$ cat config.mk
export PLATFORM = sky130hd
export DESIGN_NAME = csa_mult_seq
export DESIGN_NICKNAME = d
export VERILOG_FILES = /design/src/rtl/csa_mult_seq.sv
export SDC_FILE = /design/constraint.sdc
export NUM_CORES = 1
export LEC_CHECK = 0
export BUFFER_PORTS_ARGS = -buffer_cell sky130_fd_sc_hd__buf_2
export CAP_MARGIN = 20
export CORE_ASPECT_RATIO = 0.5
export CORE_UTILIZATION = 60
export DETAILED_ROUTE_END_ITERATION = 7
export PLACE_DENSITY = 0.8
export REMOVE_ABC_BUFFERS = 1
export SYNTH_ARGS = -nofsm -noshare
export SYNTH_HDL_FRONTEND = slang
export SYNTH_SLANG_ARGS = --single-unit
$ cat constraint.sdc
create_clock -name clk -period 2.7 [get_ports clk]
set_input_delay 0.27 -clock clk [delete_from_list [all_inputs] [get_ports clk]]
set_output_delay 0.27 -clock clk [all_outputs]
set_load 0.005 [all_outputs]
$ cat src/rtl/csa_mult_seq.sv
// ---------------------------------------------------------------------------
// csa_mult_seq
//   Sequential unsigned multiplier. Each ACCUM cycle adds one shifted partial
//   product into a redundant sum/carry pair through a 20-bit carry-save adder.
//   No carry ripples during accumulation. A single carry-propagate add in the
//   RESOLVE cycle turns the redundant pair into the binary product.
//
// Ports
//   clk      rising-edge clock
//   rst_n    asynchronous active-low reset
//   start    operation request, sampled only in IDLE
//   a, b     W-bit unsigned operands, captured when start is accepted
//   busy     high while in ACCUM or RESOLVE
//   done     one-cycle pulse when product becomes valid
//   product  PW-bit result, held until the next RESOLVE
// ---------------------------------------------------------------------------
module csa_mult_seq #(
    parameter  int W  = 10,      // operand width, 2..10
    localparam int PW = 2 * W    // product width
) (
    input  logic          clk,
    input  logic          rst_n,
    input  logic          start,
    input  logic [W-1:0]  a,
    input  logic [W-1:0]  b,
    output logic          busy,
    output logic          done,
    output logic [PW-1:0] product
);

    localparam int CSA_W = 20;
    localparam int CW    = (W > 1) ? $clog2(W) : 1;

    typedef enum logic [1:0] {
        IDLE    = 2'd0,
        ACCUM   = 2'd1,
        RESOLVE = 2'd2
    } state_t;

    state_t            state_q,   state_d;
    logic [W-1:0]      ra_q,      ra_d;
    logic [W-1:0]      rb_q,      rb_d;
    logic [CSA_W-1:0]  s_q,       s_d;
    logic [CSA_W-1:0]  c_q,       c_d;
    logic [CW-1:0]     count_q,   count_d;
    logic [PW-1:0]     product_q, product_d;
    logic              done_q,    done_d;

    // Datapath signals.
    logic [W-1:0]      pp_bits;
    logic [CSA_W-1:0]  pp;
    logic [CSA_W-1:0]  c_weighted;
    logic [CSA_W-1:0]  csa_sum;
    logic [CSA_W-1:0]  csa_cout;
    logic [CSA_W-1:0]  resolved;

    // C is stored unshifted; its doubled weight is applied wherever it is
    // consumed. Bits pushed out of bit 19 are always zero for W <= 10.
    assign c_weighted = c_q << 1;

    assign pp_bits = ra_q & {W{rb_q[count_q]}};
    assign pp      = CSA_W'(pp_bits) << count_q;

    // 3:2 compressor: S + 2C + pp == csa_sum + 2*csa_cout.
    assign csa_sum  = s_q ^ c_weighted ^ pp;
    assign csa_cout = (s_q & c_weighted) | (s_q & pp) | (c_weighted & pp);

    // The only carry-propagate add in the design, used once per operation.
    assign resolved = s_q + c_weighted;

    always_comb begin
        // NOTE: every signal written here gets a default first; a path that
        // leaves one unassigned would infer a latch.
        state_d   = state_q;
        ra_d      = ra_q;
        rb_d      = rb_q;
        s_d       = s_q;
        c_d       = c_q;
        count_d   = count_q;
        product_d = product_q;
        done_d    = 1'b0;

        unique case (state_q)
            IDLE: begin
                if (start) begin
                    ra_d    = a;
                    rb_d    = b;
                    s_d     = '0;
                    c_d     = '0;
                    count_d = '0;
                    state_d = ACCUM;
                end
            end
            ACCUM: begin
                s_d     = csa_sum;
                c_d     = csa_cout;
                count_d = count_q + CW'(1);
                if (count_q == CW'(W - 1)) begin
                    state_d = RESOLVE;
                end
            end
            RESOLVE: begin
                product_d = resolved[PW-1:0];
                done_d    = 1'b1;
                state_d   = IDLE;
            end
            default: begin
                state_d = IDLE;
            end
        endcase
    end

    // NOTE: sequential state uses non-blocking assignments so every flop
    // samples its _d value from before the edge, independent of block order.
    // All registers, including the datapath, reset so no X reaches product.
    always_ff @(posedge clk or negedge rst_n) begin
        if (!rst_n) begin
            state_q   <= IDLE;
            ra_q      <= '0;
            rb_q      <= '0;
            s_q       <= '0;
            c_q       <= '0;
            count_q   <= '0;
            product_q <= '0;
            done_q    <= 1'b0;
        end else begin
            state_q   <= state_d;
            ra_q      <= ra_d;
            rb_q      <= rb_d;
            s_q       <= s_d;
            c_q       <= c_d;
            count_q   <= count_d;
            product_q <= product_d;
            done_q    <= done_d;
        end
    end

    assign busy    = (state_q != IDLE);
    assign done    = done_q;
    assign product = product_q;

endmodule

==> results.md <==
* Share of layout cells above drive strength 1 at 0.193
* Final HPWL DP at 8.87 mm
* Grt met2 use at 0.446
* RSZ-0062 raised after global routing: no
* Initial antenna violation count at 0
* Psw at 2980 µW
* Post-synthesis cell count at 539
* VDD IR-drop max at 555 µV
* Overflow after GRT at 0
* Worst Tran Pin Value at 0.821 ns
* Vias after detailed routing at 4093
* Pins over their slew limit at 0
* Area contributors post-synth: dfrtp_1, fa_1, nand2_1
* Synth Warn # at 0
* Post-synthesis mux area share at 0.0963
* Clock transition at path regs at 0.06 ns
* FMAX at 0.405 GHz
* Final hold viol count at 0
* Buffers on Ports at 44
* DR WL/cell at 17.3 µm
* Starting Density at 0.635
* CP Cell Sequence: buf_4 > mux2_2 > nand2_1 > o21ai_0 > mux2i_1 > o22ai_1 > nand2_1 > fa_1 > o22ai_1
* Util after Layout at 0.715
* Synth cell types at 58
* Largest net degree at the start of global routing at 54
* Vias in the first global route at 3854
* Rows at 23
* Met3 Track Usage GR at 0.0652
* Area share of the largest cell type after synthesis at 0.412
* Area Growth Syn to Fin at 12.5%
* Outcome: completed
* Chip width at 134 µm
* Slowest cell on the critical path: dfrtp_1
* Crit Path Max Fanout at 8
* Clock net sink count at 86
* Die area at 0.00911 mm²
* Die height at 68.0 µm
* #FFs+latches synth at 86
* Sequential power share at 0.309
* CP endpoint kind: register
* Antenna cell count at 0
* Placed cells at 679
* Internal power at 4160 µW
* Global-route wire length before repair at 19.9 mm
* Total Wirelength at 12.1 mm
* Fin cells at 696
* Arr. time, crit path at 2.73 ns
* Nets at 642
* Fin Setup TNS at 0 ns
* Gr usage total at 0.294
* Final setup violation count at 0
* Cell area after synthesis at 0.00523 mm²
* Cell taking the most area after synthesis: dfrtp_1
* Crit path required time at 2.96 ns
* H-tree levels at 3
* Power Density at 1210 mW/mm²
* Busiest layer in global routing: met2
* Clock power share at 0.186
* Switching part of the total at 0.417
* Pleak at 0.00265 µW
* I/O pin count at 45
* Post-synthesis compound-gate area fraction at 0.141
* Max-cap viol count at 0
* Worst hold path type: in -> reg
* Adder-Cell Fraction of Synth Area at 0.123
* Min Tclk post-route at 2.47 ns
* Longest Clk Path Bufs at 2
* Synth Flop Type: dfrtp_1
* Main combinational cell family by area after synthesis: simple AND/OR/NAND/NOR gates
* Seq/Total Area, Yosys at 0.412
* Syn Area/Cell at 9.69 µm²
* Via density at 5.88
* Slew HR at 0.452
* Final Cycle Share at 0.914
* Clock root buffer: clkbuf_16
* Post-synth EDFFs at 0
* Post-Synth XOR/XNOR Area at 0.0201
* Setup Skew at 0.00511 ns
* Postcts setup bufs at 0
* Final Wtd Congestion at 0.929
* Clock Latency Late Sink at 0.35 ns
* Worst stage delay on the critical path at 0.52 ns
* Combinational share of power at 0.504
* Startpoint Class: register
* Core area at 0.00823 mm²
* DR iter-0 viols at 412
* Ys async rst share at 1.00
* Final ANT Viol Nets at 0
* Met1 Track Usage GR at 0.428
* Resize count post-CTS at 0
* R2R setup slack at 0.23 ns
* First-pass iteration count of the detailed router at 5
* CTS tree: yes
* Inserted Clock Buffers at 9
* Synth Area in Simple Gates at 0.148
* Critical Setup Path Class: reg -> reg
* DRC at 0
## layout by cell type (no fill, tap or decap), types with 7 or more instances in the layout
master | synthesis | layout
inv_1 | 40 | 40
a21oi_1 | 24 | 24
mux2i_1 | 12 | 12
nor2_1 | 21 | 21
xnor2_1 | 7 | 7
fa_1 | 19 | 19
o21ai_0 | 23 | 23
dfrtp_1 | 86 | 86
mux2_2 | 28 | 28
nand3_1 | 11 | 11
buf_4 | 1 | 11
ha_1 | 21 | 21
nand2_1 | 100 | 100
buf_2 | 8 | 43
o22ai_1 | 39 | 39
clkbuf_16 | 0 | 9
## power by group through the flow
stage               logic (µW)  clock network (µW)  registers [µW]
detailed placement        3510                   0            2230
global placement          3400                   0            2190
floorplan                 2470                   0            2170
CTS                       3550                1350            2210
finish                    3600                1330            2210
global route              4000                1400            2280
## metrics by stage
stage                     instance area (µm²)  hold WS [ns]  setup WS, ns  power (µW)
after floorplan                          5070       -0.0256         0.119        4640
after global placement                   5550         0.246         0.292        5600
after detailed placement                 5550         0.245         0.283        5740
after CTS                                5880         0.146         0.248        7110
after global routing                     5880         0.152         0.104        7680
final                                    5880         0.148         0.232        7140
## cells in the mapped netlist, types with 4 or more instances
master,number
fa_1,19
nand4_1,5
xnor2_1,7
inv_1,40
a21o_1,4
xor2_1,5
nand2_1,100
buf_2,8
nand3_1,11
nor2_1,21
o22ai_1,39
ha_1,21
o21ai_0,23
a21oi_1,24
nor3_1,5
nand2b_1,4
clkbuf_1,15
mux2i_1,12
dfrtp_1,86
mux2_2,28
nor2b_1,5
## worst paths after layout
path | startpoint | endpoint | cells past startpoint
max | count_q[0] | s_q[10] | 9
min | a[0] | ra_q[0] | 2
max reg2reg | count_q[0] | s_q[10] | 9
min reg2reg | product[0] | product[0] | 2
max in group asynchronous | rst_n | s_q[3] | 3
min in group asynchronous | rst_n | rb_q[3] | 2
## registers in the layout, indices dropped and copies added (netlist names)
| signal | flops |
|---|---|
| ra_q | 10 |
| done | 1 |
| c_q | 19 |
| count_q | 4 |
| product | 20 |
| rb_q | 10 |
| state_q | 2 |
| s_q | 20 |
## repair_timing
item,CTS,global route
endpoints found under the setup margin,0,0
endpoints found under the hold margin,33,0
hold buffers,1,0
## logic make-up (layout without fill, tap and decap cells)
kind of cell	after synthesis	count (layout)
buffers and inverters	69	114
muxes	43	43
DFF	86	86
AOI/OAI and AO/OA	118	118
adders and majority gates	40	40
xor gates and xnor gates	12	12
and+or+nand+nor	171	171
## layer usage
layer	routed length, µm	up-vias
met5	0	-
met4	158	0
met3	716	14
met2	5170	155
met1	6010	1968
li1	-	1956
## area by class of cell
| class | instances | area [µm²] |
|---|---|---|
| multi-input combinational | 384 | 2770 |
| fill | 668 | 2350 |
| sequential | 86 | 2150 |
| timing repair buffer | 57 | 348 |
| clock buffer | 12 | 246 |
| inverter | 41 | 154 |
| tap | 112 | 140 |
| clock inverter | 4 | 70.1 |
## worst max-delay path: cells and delay by family (launching register included)
kind                       cells  cell delay, ns
adders and majority gates      1            0.42
AOI/OAI and AO/OA              3            0.42
DFF                            1            0.52
muxes                          2            0.59
and+or+nand+nor                2            0.20
buffers and inverters          1            0.23
Note: power is estimated with default switching activity, not from simulation.
